### config.mk
export PLATFORM = sky130hd
export DESIGN_NAME = fifo_arb_flat
export DESIGN_NICKNAME = d
export VERILOG_FILES = /design/src/rtl/fifo_arb_if.sv /design/src/rtl/fifo_arb.sv /design/src/flat_wrapper.sv
export SDC_FILE = /design/constraint.sdc
export NUM_CORES = 1
export LEC_CHECK = 0
export CAP_MARGIN = 5
export CORE_MARGIN = 5
export CORE_UTILIZATION = 54
export DETAILED_ROUTE_END_ITERATION = 6
export PLACE_DENSITY = 0.9
export SETUP_SLACK_MARGIN = 0.4
export SYNTH_ARGS = -nofsm -noshare
export SYNTH_HDL_FRONTEND = slang
export SYNTH_SLANG_ARGS = --single-unit
### constraint.sdc
create_clock -name clk -period 4.8 [get_ports clk]
set_input_delay 0.96 -clock clk [delete_from_list [all_inputs] [get_ports clk]]
set_output_delay 0.96 -clock clk [all_outputs]
set_load 0.05 [all_outputs]
### src/rtl/fifo_arb_if.sv
// Bundle of the requester-side and FIFO read-side signals of fifo_arb.
// The slave modport is the arbiter's view; master is the environment's view.
interface fifo_arb_if #(
  parameter int WIDTH = 4,
  parameter int DEPTH = 2
);
  logic [3:0]         req_i;
  logic [4*WIDTH-1:0] dat_i;
  logic [3:0]         gnt_o;
  logic [3:0]         ack_o;
  logic [WIDTH-1:0]   dat_o;
  logic [1:0]         src_o;
  logic               valid_o;
  logic               rd_i;
  logic               full_o;
  logic               empty_o;
  logic [DEPTH:0]     count_o;

  modport slave (
    input  req_i, dat_i, rd_i,
    output gnt_o, ack_o, dat_o, src_o, valid_o, full_o, empty_o, count_o
  );

  modport master (
    output req_i, dat_i, rd_i,
    input  gnt_o, ack_o, dat_o, src_o, valid_o, full_o, empty_o, count_o
  );
endinterface

### src/rtl/fifo_arb.sv
// Four-requester round-robin arbiter with bounded bursts feeding a shared FIFO
// that tags each stored word with the index of the requester that wrote it.
module fifo_arb #(
  parameter int WIDTH = 4,
  parameter int DEPTH = 2,
  parameter int BURST = 2
) (
  input  logic       clk,
  input  logic       rst_i,
  fifo_arb_if.slave  bus
);

  localparam int                 ENTRIES    = 1 << DEPTH;
  localparam int                 CW         = (BURST > 1) ? $clog2(BURST) : 1;
  localparam logic [CW-1:0]      CNT_LAST   = CW'(BURST - 1);
  localparam logic [DEPTH:0]     COUNT_FULL = (DEPTH + 1)'(ENTRIES);
  localparam logic [DEPTH:0]     COUNT_ZERO = (DEPTH + 1)'(0);

  typedef enum logic [0:0] {
    IDLE = 1'b0,
    BUSY = 1'b1
  } state_t;

  state_t             state_r, state_s;
  logic [1:0]         owner_r, owner_s;
  logic [1:0]         last_r, last_s;
  logic [CW-1:0]      cnt_r, cnt_s;
  logic [3:0]         gnt_r, gnt_s;
  logic [2:0]         pick_s;
  logic               wr_s;
  logic               rd_s;
  logic               full_s;
  logic               empty_s;
  logic [WIDTH-1:0]   owner_dat_s;
  logic [DEPTH-1:0]   wptr_r, rptr_r;
  logic [DEPTH:0]     count_r;
  logic [WIDTH+1:0]   mem_r [ENTRIES];

  // Returns {found, index}: first set request scanning last+1 .. last+4 (mod 4).
  function automatic logic [2:0] rr_pick(input logic [3:0] req, input logic [1:0] last);
    logic [2:0] res;
    logic [1:0] idx;
    res = 3'b000;
    for (int k = 4; k >= 1; k--) begin
      idx = last + 2'(k);
      if (req[idx]) begin
        res = {1'b1, idx};
      end else begin
        res = res;
      end
    end
    return res;
  endfunction

  assign pick_s      = rr_pick(bus.req_i, last_r);
  assign owner_dat_s = bus.dat_i[owner_r*WIDTH +: WIDTH];
  assign full_s      = (count_r == COUNT_FULL);
  assign empty_s     = (count_r == COUNT_ZERO);
  assign rd_s        = bus.rd_i && !empty_s;

  // Arbitration state, current owner, round-robin pointer and burst counter.
  always_ff @(posedge clk or posedge rst_i) begin
    if (rst_i) begin
      state_r <= IDLE;
      owner_r <= 2'd0;
      last_r  <= 2'd3;
      cnt_r   <= '0;
      gnt_r   <= 4'b0000;
    end else begin
      state_r <= state_s;
      owner_r <= owner_s;
      last_r  <= last_s;
      cnt_r   <= cnt_s;
      gnt_r   <= gnt_s;
    end
  end

  // Next-state logic; a write is only taken from the owner and only while not full.
  always_comb begin
    state_s = state_r;
    owner_s = owner_r;
    last_s  = last_r;
    cnt_s   = cnt_r;
    gnt_s   = gnt_r;
    wr_s    = 1'b0;
    case (state_r)
      IDLE: begin
        if (pick_s[2]) begin
          state_s = BUSY;
          owner_s = pick_s[1:0];
          cnt_s   = '0;
          gnt_s   = 4'b0001 << pick_s[1:0];
        end else begin
          gnt_s   = 4'b0000;
        end
      end
      BUSY: begin
        if (!bus.req_i[owner_r]) begin
          state_s = IDLE;
          gnt_s   = 4'b0000;
          last_s  = owner_r;
          cnt_s   = '0;
        end else if (!full_s) begin
          wr_s = 1'b1;
          if (cnt_r == CNT_LAST) begin
            state_s = IDLE;
            gnt_s   = 4'b0000;
            last_s  = owner_r;
            cnt_s   = '0;
          end else begin
            cnt_s   = cnt_r + CW'(1);
          end
        end else begin
          cnt_s = cnt_r;
        end
      end
      default: begin
        state_s = IDLE;
        gnt_s   = 4'b0000;
      end
    endcase
  end

  // Occupancy and pointers; full gating looks at the registered count only.
  always_ff @(posedge clk or posedge rst_i) begin
    if (rst_i) begin
      wptr_r  <= '0;
      rptr_r  <= '0;
      count_r <= COUNT_ZERO;
    end else begin
      if (wr_s) begin
        wptr_r <= wptr_r + DEPTH'(1);
      end else begin
        wptr_r <= wptr_r;
      end
      if (rd_s) begin
        rptr_r <= rptr_r + DEPTH'(1);
      end else begin
        rptr_r <= rptr_r;
      end
      case ({wr_s, rd_s})
        2'b10:   count_r <= count_r + (DEPTH + 1)'(1);
        2'b01:   count_r <= count_r - (DEPTH + 1)'(1);
        default: count_r <= count_r;
      endcase
    end
  end

  // Storage array; contents are deliberately not reset, occupancy tracks validity.
  always_ff @(posedge clk) begin
    if (wr_s) begin
      mem_r[wptr_r] <= {owner_r, owner_dat_s};
    end else begin
      mem_r[wptr_r] <= mem_r[wptr_r];
    end
  end

  assign bus.gnt_o   = gnt_r;
  assign bus.ack_o   = wr_s ? (4'b0001 << owner_r) : 4'b0000;
  assign bus.dat_o   = mem_r[rptr_r][WIDTH-1:0];
  assign bus.src_o   = mem_r[rptr_r][WIDTH+1:WIDTH];
  assign bus.valid_o = !empty_s;
  assign bus.full_o  = full_s;
  assign bus.empty_o = empty_s;
  assign bus.count_o = count_r;

endmodule

### src/flat_wrapper.sv
// flat-port wrapper written by rule: the top's interface ports become plain ports
module fifo_arb_flat 
#(
  parameter int WIDTH = 4,
  parameter int DEPTH = 2,
  parameter int BURST = 2
)
  (clk, rst_i, bus_req_i, bus_dat_i, bus_rd_i, bus_gnt_o, bus_ack_o, bus_dat_o, bus_src_o, bus_valid_o, bus_full_o, bus_empty_o, bus_count_o);
  fifo_arb_if #(.WIDTH(WIDTH), .DEPTH(DEPTH)) bus_i ();
  input  logic clk;
  input  logic rst_i;
  input wire logic [$bits(bus_i.req_i)-1:0] bus_req_i;
  input wire logic [$bits(bus_i.dat_i)-1:0] bus_dat_i;
  input wire logic [$bits(bus_i.rd_i)-1:0] bus_rd_i;
  output wire logic [$bits(bus_i.gnt_o)-1:0] bus_gnt_o;
  output wire logic [$bits(bus_i.ack_o)-1:0] bus_ack_o;
  output wire logic [$bits(bus_i.dat_o)-1:0] bus_dat_o;
  output wire logic [$bits(bus_i.src_o)-1:0] bus_src_o;
  output wire logic [$bits(bus_i.valid_o)-1:0] bus_valid_o;
  output wire logic [$bits(bus_i.full_o)-1:0] bus_full_o;
  output wire logic [$bits(bus_i.empty_o)-1:0] bus_empty_o;
  output wire logic [$bits(bus_i.count_o)-1:0] bus_count_o;
  assign bus_i.req_i = bus_req_i;
  assign bus_i.dat_i = bus_dat_i;
  assign bus_i.rd_i = bus_rd_i;
  assign bus_gnt_o = bus_i.gnt_o;
  assign bus_ack_o = bus_i.ack_o;
  assign bus_dat_o = bus_i.dat_o;
  assign bus_src_o = bus_i.src_o;
  assign bus_valid_o = bus_i.valid_o;
  assign bus_full_o = bus_i.full_o;
  assign bus_empty_o = bus_i.empty_o;
  assign bus_count_o = bus_i.count_o;
  fifo_arb #(.WIDTH(WIDTH), .DEPTH(DEPTH), .BURST(BURST)) u_core (.clk(clk), .rst_i(rst_i), .bus(bus_i));
endmodule
==> metrics.md <==
| Metric | Value |
|---|---|
| Boundary pin count | 43 |
| Ys async rst share | 0.415 |
| Global route hottest layer | met2 |
| Core ar. | 3610 sq um |
| Synth unique cells | 40 |
| Cell accounting for the most synthesized area | edfxtp_1 |
| RSZ-0062 raised after global routing | false |
| Yosys reg bits | 41 |
| Syn nets | 164 |
| Met1 Use GR | 0.183 |
| Main synth FF type | edfxtp_1 |
| Post-synth top area share | 0.366 |
| CTS Hold Bufs | 0 |
| Largest net degree at the start of global routing | 18 |
| Final worst path period share | 0.757 |
| Max Cap Viol | 0 |
| Longest Clk Path Bufs | 2 |
| Sequential cell area fraction in the yosys report | 0.583 |
| Setup TNS | 0 ns |
| Layout cell share with drive strength beyond 1 | 0.140 |
| Routed Antenna Nets | 0 |
| Most frequent cells after synthesis | edfxtp_1 (24), dfrtp_1 (15), inv_1 (11), nand2_1 (11), mux4_2 (7) |
| Met2 usage | 0.274 |
| Total global-route track usage | 0.159 |
| Post-synth EDFFs | 24 |
| LEAKAGE | 0.979 nW |
| Initial Util | 0.546 |
| CP required | 3.84 ns |
| P per Cell Area | 715 nW/um^2 |
| DRT Wirelength | 3720 microns |
| Post-CTS setup buffers | 0 |
| Status | finished, final reports clean |
| Clk_skew | 0.00852 ns |
| Global-route wire length before repair | 6130 microns |
| Crit. End Element | output port |
| Max Freq | 275 MHz |
| Max IR drop VDD | 0.459 mV |
| Root Buffer | clkbuf_8 |
| Vias per cell | 5.41 |
| Max-slew headroom | 0.572 |
| # rows | 22 |
| Dominant cell by count in the synthesized netlist | edfxtp_1 |
| Initial antenna violation count | 0 |
| Fill cells | 256 |
| Residual DRC | 0 |
| Die Height | 70.4 microns |
| Mapped Area | 1970 sq um |
| Minimum clock period | 3.64 ns |
| # clock sinks | 41 |
| Synthesis-to-finish area growth | 26.6% |
| H-tree depth | 2 |
| Vias in the first global route | 1287 |
| Final Hold Viols | 0 |
| CTS tree | yes |
| DR vias | 1229 |
| Detailed router's first-iteration violation count | 61 |
| Die area | 4950 sq um |
| Worst Tran Pin Value | 0.641 ns |
| Hold Path Class | flop to flop |
| Syn avg cell area | 14.6 sq um |
| Met3 Use GR | 0.0676 |
| Yosys warns | 0 |
| Startpoint class of the critical path | primary input |
| HPWL after DPL | 2800 microns |
| Post-Place Cells | 219 |
| Placer Congestion | 0.828 |
| Setup CP Type | primary input to output port |
| Synth area leaders | edfxtp_1 (37%), dfrtp_1 (19%), mux4_2 (8.0%) |
| Gr ovfl total | 0 |
| Diode count | 0 |
| Non-Filler Instances | 227 |
| Syn Inst Count | 135 |
| Crit-path max FO | 6 |
| Clock slew at reported path FFs | 0.07 ns |
| Clk Latency, worst-skew pair | 0.28 ns |
| Pre-CTS setup slack | 1.16 ns |
| CTS Buf Count | 5 |
| CTS resizes | 0 |
| DR WL/cell | 16.4 microns |
| IO buf count | 42 |
| Final WS setup | 1.16 ns |
| Max-slew violations | 0 |
| Final nets | 207 |
| Crit path DAT | 2.68 ns |
| DIE WIDTH | 70.4 microns |
| Final setup viols | 0 |
| DRT Pass-1 Iters | 4 |
==> layout make-up <==
| cell class | count | area (sq um) | share of cell area |
|---|---|---|---|
| sequential | 41 | 1150 | 0.461 |
| clock buffer | 5 | 68.8 | 0.0276 |
| multi-input combinational | 77 | 742 | 0.298 |
| timing repair buffer | 42 | 420 | 0.169 |
| tap | 48 | 60.1 | 0.0241 |
| clock inverter | 3 | 12.5 | 0.00502 |
| inverter | 11 | 41.3 | 0.0166 |
==> through the flow <==
stage | cell area [sq um] | power [mW] | hold slack, ns | util
after floorplan | 1970 | 1.33 | 0.497 | -
after global placement | 2410 | 1.55 | 0.477 | 0.669
after detailed placement | 2410 | 1.59 | 0.495 | 0.669
after CTS | 2490 | 1.80 | 0.520 | 0.692
after global routing | 2490 | 1.88 | 0.540 | 0.692
final | 2490 | 1.78 | 0.521 | 0.692
==> power breakdown <==
| group | total [mW] | internal (mW) | switching (mW) | leakage (nW) |
|---|---|---|---|---|
| sequential | 0.665 | 0.534 | 0.132 | 0.422 |
| clock | 0.204 | 0.0977 | 0.106 | 0.0430 |
| combinational | 0.914 | 0.382 | 0.532 | 0.514 |
==> cell usage in the layout (no fill, tap or decap), types with 2 or more instances in the layout <==
cell type / n
xnor2_1: 3
edfxtp_1: 24
mux4_2: 7
clkbuf_8: 5
mux4_1: 4
o21ai_0: 4
nor2b_1: 2
nand2b_1: 2
mux2i_1: 2
nor2_1: 5
ha_1: 5
and2_2: 4
clkinv_1: 2
nand3_1: 2
mux2_2: 2
nand2_1: 11
dfrtp_1: 15
xor2_1: 3
inv_1: 11
dfstp_2: 2
a21oi_1: 3
clkdlybuf4s50_1: 42
==> path summary, 6_finish.rpt <==
kind                                                   start                                end  slack (ns)  depth (start not counted)
setup / recovery                                bus_req_i[0]                       bus_ack_o[0]        1.16                          3
hold / removal             u_core.bus.count_o[2]$_DFFE_PP0P_  u_core.bus.count_o[2]$_DFFE_PP0P_        0.52                          1
setup reg to reg               u_core.owner_r[0]$_DFFE_PP0P_  u_core.bus.count_o[2]$_DFFE_PP0P_        2.03                          9
hold reg to reg            u_core.bus.count_o[2]$_DFFE_PP0P_  u_core.bus.count_o[2]$_DFFE_PP0P_        0.52                          1
max in group asynchronous                              rst_i      u_core.owner_r[0]$_DFFE_PP0P_        3.33                          2
min in group asynchronous                              rst_i       u_core.wptr_r[1]$_DFFE_PP0P_        1.05                          2
==> cell families after synthesis <==
logic type	share of synthesized area
adders and majority gates	0.0419
muxes	0.163
xor gates and xnor gates	0.0267
buffers and inverters	0.0400
and+or+nand+nor	0.0909
DFF	0.583
AOI/OAI and AO/OA	0.0546
==> per-layer routing <==
layer	up-vias	share of wire
li1	582	-
met1	599	0.43
met2	42	0.49
met3	6	0.071
met4	0	0.0091
met5	-	0
==> sequential cells by signal, indices dropped and copies added, names as in the netlist <==
register	count
u_core.mem_r	24
u_core.bus.gnt_o	4
u_core.bus.count_o	3
u_core.last_r	2
u_core.owner_r	2
u_core.rptr_r	2
u_core.wptr_r	2
u_core.cnt_r	1
u_core.state_r	1
==> critical path: stages <==
cell and delay, ns:
clkdlybuf4s50_1 0.56, nor4b_1 0.28, clkdlybuf4s50_1 0.87
Power figures use the tool's default switching activity.
